[src/rtl/cipher_pkg.sv]
// rtl/cipher_pkg.sv - shared state encoding and block geometry for the cipher block controller
package cipher_pkg;

    localparam int BLOCK_W    = 64;
    localparam int BYTE_COUNT = 8;
    localparam int BCNT_W     = 4;

    typedef enum logic [2:0] {
        ST_IDLE,
        ST_FILL,
        ST_SETTLE,
        ST_ISSUE,
        ST_WAIT_CORE,
        ST_ACK,
        ST_DRAIN
    } state_t;

endpackage

[src/rtl/block_packer.sv]
// rtl/block_packer.sv - 8-byte big-endian shift register with byte counter, shared by fill and drain
module block_packer
    import cipher_pkg::*;
(
    input  logic               clk,
    input  logic               n_rst,
    input  logic               clear,
    input  logic               load,
    input  logic [BLOCK_W-1:0] load_data,
    input  logic               shift_in,
    input  logic [7:0]         byte_in,
    input  logic               shift_out,
    output logic [BLOCK_W-1:0] data,
    output logic [BCNT_W-1:0]  count
);

    // Both directions shift toward the MSB so the first byte in is the first byte out.
    always_ff @(posedge clk or negedge n_rst) begin
        if (!n_rst) begin
            data  <= '0;
            count <= '0;
        end else if (clear) begin
            data  <= '0;
            count <= '0;
        end else if (load) begin
            data  <= load_data;
            count <= '0;
        end else if (shift_in) begin
            data  <= {data[BLOCK_W-9:0], byte_in};
            count <= count + BCNT_W'(1);
        end else if (shift_out) begin
            data  <= {data[BLOCK_W-9:0], 8'h00};
            count <= count + BCNT_W'(1);
        end
    end

endmodule

[src/rtl/cipher_block_ctrl.sv]
// rtl/cipher_block_ctrl.sv - byte-stream to 64-bit cipher core sequencer with settle, timeout and drain
module cipher_block_ctrl
    import cipher_pkg::*;
#(
    parameter int TIMEOUT_CYCLES = 4096,
    parameter int SETTLE_CYCLES  = 3
) (
    input  logic               clk,
    input  logic               n_rst,
    input  logic [7:0]         rx_byte,
    input  logic               rx_valid,
    output logic               rx_ready,
    input  logic               mode_encrypt,
    output logic [BLOCK_W-1:0] core_rcv_data,
    output logic               core_rcv_data_ready,
    output logic               core_encrypt,
    input  logic [BLOCK_W-1:0] core_trans_data,
    input  logic               core_trans_data_ready,
    output logic               core_handshake_ack,
    output logic [7:0]         tx_byte,
    output logic               tx_valid,
    input  logic               tx_ready,
    output logic               busy,
    output logic               timeout_err
);

    localparam int CNT_W = ($clog2(TIMEOUT_CYCLES + 1) > 13) ? $clog2(TIMEOUT_CYCLES + 1) : 13;
    localparam logic [CNT_W-1:0]  TIMEOUT_LAST = CNT_W'(TIMEOUT_CYCLES - 1);
    localparam logic [CNT_W-1:0]  SETTLE_LAST  = CNT_W'(SETTLE_CYCLES - 1);
    localparam logic [CNT_W-1:0]  ACK_LAST     = CNT_W'(1);
    localparam logic [BCNT_W-1:0] LAST_BYTE    = BCNT_W'(BYTE_COUNT - 1);

    state_t             state;
    state_t             state_next;
    logic [CNT_W-1:0]   cyc_cnt;
    logic               mode_latched;
    logic               last_mode_valid;
    logic               aborted;
    logic               mode_change;
    logic               fill_done;
    logic               set_timeout;
    logic               pk_clear;
    logic               pk_load;
    logic               pk_shift_in;
    logic               pk_shift_out;
    logic [BLOCK_W-1:0] pk_data;
    logic [BCNT_W-1:0]  pk_count;

    block_packer u_packer (
        .clk       (clk),
        .n_rst     (n_rst),
        .clear     (pk_clear),
        .load      (pk_load),
        .load_data (core_trans_data),
        .shift_in  (pk_shift_in),
        .byte_in   (rx_byte),
        .shift_out (pk_shift_out),
        .data      (pk_data),
        .count     (pk_count)
    );

    // The core's encrypt synchronizer only needs settling when the level actually moves.
    assign mode_change = (SETTLE_CYCLES > 0) &&
                         (!last_mode_valid || (mode_latched != core_encrypt));

    always_comb begin
        state_next          = state;
        rx_ready            = 1'b0;
        core_rcv_data_ready = 1'b0;
        core_handshake_ack  = 1'b0;
        tx_valid            = 1'b0;
        pk_clear            = 1'b0;
        pk_load             = 1'b0;
        pk_shift_in         = 1'b0;
        pk_shift_out        = 1'b0;
        fill_done           = 1'b0;
        set_timeout         = 1'b0;
        case (state)
            ST_IDLE: begin
                rx_ready = 1'b1;
                if (rx_valid) begin
                    pk_shift_in = 1'b1;
                    state_next  = ST_FILL;
                end
            end
            ST_FILL: begin
                rx_ready = 1'b1;
                if (rx_valid) begin
                    pk_shift_in = 1'b1;
                    if (pk_count == LAST_BYTE) begin
                        fill_done  = 1'b1;
                        state_next = mode_change ? ST_SETTLE : ST_ISSUE;
                    end
                end
            end
            ST_SETTLE: begin
                if (cyc_cnt == SETTLE_LAST) state_next = ST_ISSUE;
            end
            ST_ISSUE: begin
                core_rcv_data_ready = 1'b1;
                state_next          = ST_WAIT_CORE;
            end
            ST_WAIT_CORE: begin
                if (core_trans_data_ready) begin
                    pk_load    = 1'b1;
                    state_next = ST_ACK;
                end else if (cyc_cnt == TIMEOUT_LAST) begin
                    set_timeout = 1'b1;
                    state_next  = ST_ACK;
                end
            end
            ST_ACK: begin
                core_handshake_ack = 1'b1;
                if (cyc_cnt == ACK_LAST) begin
                    if (aborted) begin
                        pk_clear   = 1'b1;
                        state_next = ST_IDLE;
                    end else begin
                        state_next = ST_DRAIN;
                    end
                end
            end
            ST_DRAIN: begin
                tx_valid = 1'b1;
                if (tx_ready) begin
                    pk_shift_out = 1'b1;
                    if (pk_count == LAST_BYTE) begin
                        pk_clear   = 1'b1;
                        state_next = ST_IDLE;
                    end
                end
            end
            default: state_next = ST_IDLE;
        endcase
    end

    // cyc_cnt restarts on every state change, so it times SETTLE, WAIT_CORE and ACK alike.
    always_ff @(posedge clk or negedge n_rst) begin
        if (!n_rst) begin
            state           <= ST_IDLE;
            cyc_cnt         <= '0;
            mode_latched    <= 1'b0;
            last_mode_valid <= 1'b0;
            core_encrypt    <= 1'b1;
            timeout_err     <= 1'b0;
            aborted         <= 1'b0;
        end else begin
            state <= state_next;
            if (state_next != state) cyc_cnt <= '0;
            else                     cyc_cnt <= cyc_cnt + CNT_W'(1);
            if (state == ST_IDLE && rx_valid) mode_latched <= mode_encrypt;
            if (fill_done) begin
                core_encrypt    <= mode_latched;
                last_mode_valid <= 1'b1;
            end
            if (set_timeout) begin
                timeout_err <= 1'b1;
                aborted     <= 1'b1;
            end else if (state == ST_ISSUE) begin
                aborted <= 1'b0;
            end
        end
    end

    assign core_rcv_data = pk_data;
    assign tx_byte       = (state == ST_DRAIN) ? pk_data[BLOCK_W-1 -: 8] : 8'h00;
    assign busy          = (state != ST_IDLE);

endmodule

[config.mk]
export PLATFORM = sky130hd
export DESIGN_NAME = cipher_block_ctrl
export DESIGN_NICKNAME = d
export VERILOG_FILES = /design/src/rtl/cipher_pkg.sv /design/src/rtl/block_packer.sv /design/src/rtl/cipher_block_ctrl.sv
export SDC_FILE = /design/constraint.sdc
export NUM_CORES = 1
export LEC_CHECK = 0
export CORE_UTILIZATION = 49
export DETAILED_ROUTE_END_ITERATION = 10
export HOLD_SLACK_MARGIN = 0.03
export PLACE_DENSITY = 0.86
export SLEW_MARGIN = 20
export SYNTH_ARGS = -nofsm -noshare
export SYNTH_HDL_FRONTEND = slang
export SYNTH_SLANG_ARGS = --single-unit
[constraint.sdc]
create_clock -name clk -period 4.5 [get_ports clk]
set_input_delay 0.45 -clock clk [delete_from_list [all_inputs] [get_ports clk]]
set_output_delay 0.45 -clock clk [all_outputs]
set_load 0.005 [all_outputs]
==> results.cfg <==
[run_status]
status = finished with violations
violations = DRC

[timing]
slew_headroom_pct = 45.6
finalSetupTns_ns = 0
rsz0062_at_grt = no
worst_slew_pin_slew_ns = 0.816
fin_crit_sh_pct = 60.8
clock.fmax_mhz = 365
slew_viol_final = 0
setup_violations = 0
layout_min_cycle_time_ns = 2.74
skew_ns = 0.00925
hold_viol = 0

[routing]
via_per_inst = 5.96
wl_um = 13100
wl_per_cell_um = 17.8
vias = 4401
ant_nets = 0
first_pass_iters = 9
drc = 5
drtIter0Drc = 317

[finish]
synthToLayoutAreaGrowth_pct = 39.7
diodes = 0
postLayoutCellArea_um2 = 6310
final_cells = 739
fin_nets = 708
fillCellCount = 647
drive_gt1_share_pct = 6.18

[clock_tree]
postCtsHoldBufs = 0
clk_pin_slew_ns = 0.09
cts-root-buf = clkbuf_8
clk_latency_ns = 0.35
cts_resized = 0
cts_max_level = 3
cts_setup_buffers = 0
cts_buffer_depth = 2
cts_tree = built
cts.sinks = 89
numCtsBuffers = 9

[floorplan]
die_height_um = 98.0
coreArea_um2 = 8810
fp.dieW_um = 98.0
initial_core_util_pct = 51.3
placementRows = 34
dieArea_um2 = 9600
ios = 157

[placed_design]
globalplace.congestion = 0.864
dp.cells = 722
place_hpwl_um = 9040
dpl_cell_area_um2 = 6080
io_buffers = 156

[grt]
grt_pass1_vias = 4263
grt.total_usage_pct = 28.2
grt_max_degree = 61
grt-ovfl-total = 0
antenna_found_initial = 0
grt_pass1_wl_um = 21500

[critical_path]
worstPathCellList = and3b_1 > and2_1 > clkdlybuf4s50_1
start_kind = register
worstReg2RegStart = state[2]$_DFF_PN0_
crit_start = state[2]$_DFF_PN0_
critPathMaxFanout = 18
critPathMaxStageDelay_ns = 0.66
required_ns = 4.05
cp.arrival_ns = 2.29
slowest_stage = dfrtp_1
cp-end-kind = output pin
critical_path_class = reg -> out

[synth]
yosysMostFrequentCell = a21oi_1
synth_top_area_cell = dfrtp_1
mappedNetlistNets = 576
netlist_area_um2 = 4510
netlist_top_cells_area = dfrtp_1, a21oi_1, and3_1
yosys-top-cells-count = a21oi_1, dfrtp_1, nand2_1
syn_avg_cell_area_um2 = 9.14
yosysTopAreaCellShare_pct = 48.8
synth-edff-count = 0
synth_seq_area_share_pct = 49.4
synth-main-ff-cell = dfrtp_1
ys_ff_latch = 89
async_reset_ff_share_pct = 100
synth_cells = 494
yosys_warnings = 0
yosysUniqueCellTypes = 47

[run]
drv_cap = 0

[power]
ir_drop_v = 0.000378
p_leak_nw = 2.73
powerDensity_nw_per_um2 = 580

[hold_path]
holdCritPathClass = in -> async
## metal layers
metal	global-route usage [%]	routed length, µm
met3	5.65	998
met1	37.3	5330
met2	44.1	6340
met5	0	0
met4	14.6	466
## final cells by class
| cell class | instances | area, µm² | area share (%) |
|---|---|---|---|
| sequential | 89 | 2230 | 35.3 |
| clock buffer | 11 | 141 | 2.24 |
| multi-input combinational | 352 | 2080 | 32.9 |
| clock inverter | 5 | 55.1 | 0.873 |
| inverter | 12 | 45.0 | 0.714 |
| timing repair buffer | 162 | 1620 | 25.8 |
| tap | 108 | 135 | 2.14 |
## path summary, 6_finish.rpt
path / to / slack [ns] / cells past startpoint
worst max-delay path: tx_byte[0] / 1.76 / 3
worst min-delay path: u_packer.data[50]$_DFFE_PN0P_ / 0.08 / 1
worst max register to register: u_packer.data[60]$_DFFE_PN0P_ / 1.95 / 5
worst min register to register: last_mode_valid$_DFFE_PN0P_ / 0.49 / 1
max in group asynchronous: u_packer.data[21]$_DFFE_PN0P_ / 3.43 / 2
min in group clk: last_mode_valid$_DFFE_PN0P_ / 0.49 / 1
## cell families after synthesis
logic type | Yosys count | share of synthesized area, %
flip-flops | 89 | 49.4
XOR/XNOR | 15 | 2.91
buffers and inverters | 53 | 5.10
AND/OR/NAND/NOR | 190 | 22.4
multiplexers | 4 | 0.970
AO/OA/AOI/OAI | 139 | 18.1
adder cells (fa/ha/maj) | 4 | 1.11
## critical path, delay by kind of cell, from the launching register on
family	cells	cell delay (ns)
and+or+nand+nor	2	0.78
buffers and inverters	1	0.50
DFF	1	0.66
## cell usage in the layout (no fill, tap or decap), drive strengths merged, types with 8 or more instances in the layout
master         count
nor3              16
a21oi            107
nand3             14
clkbuf            11
and3              50
nand2             70
inv               12
dfrtp             88
xor2               8
a21boi             8
and2               9
clkdlybuf4s50    155
a222oi             8
## sequential cells by signal, indices dropped and copies added (netlist names)
| name | count |
|---|---|
| mode_latched | 1 |
| aborted | 1 |
| timeout_err | 1 |
| state | 3 |
| cyc_cnt | 13 |
| u_packer.count | 4 |
| core_encrypt | 1 |
| last_mode_valid | 1 |
| u_packer.data | 64 |
## where the power goes
part / internal [mW] / switching [mW] / leakage, nW / total [mW]
clock network: 0.270 / 0.278 / 0.0953 / 0.549
logic: 0.932 / 0.729 / 1.51 / 1.66
registers: 1.12 / 0.332 / 1.13 / 1.45
total: 2.32 / 1.34 / 2.73 / 3.66
## metrics by stage
step / hold slack (ns) / util [%] / setup WS (ns) / total power [mW]
2_1_floorplan: 0.154 / - / 2.56 / 2.23
3_3_place_gp: 0.456 / 69.0 / 1.81 / 3.01
3_5_place_dp: 0.469 / 69.0 / 1.74 / 3.08
4_1_cts: 0.0993 / 71.2 / 1.75 / 3.64
5_1_grt: 0.110 / 71.6 / 1.57 / 3.90
6_report: 0.0841 / 71.6 / 1.76 / 3.66
(Power assumes the default switching activity.)
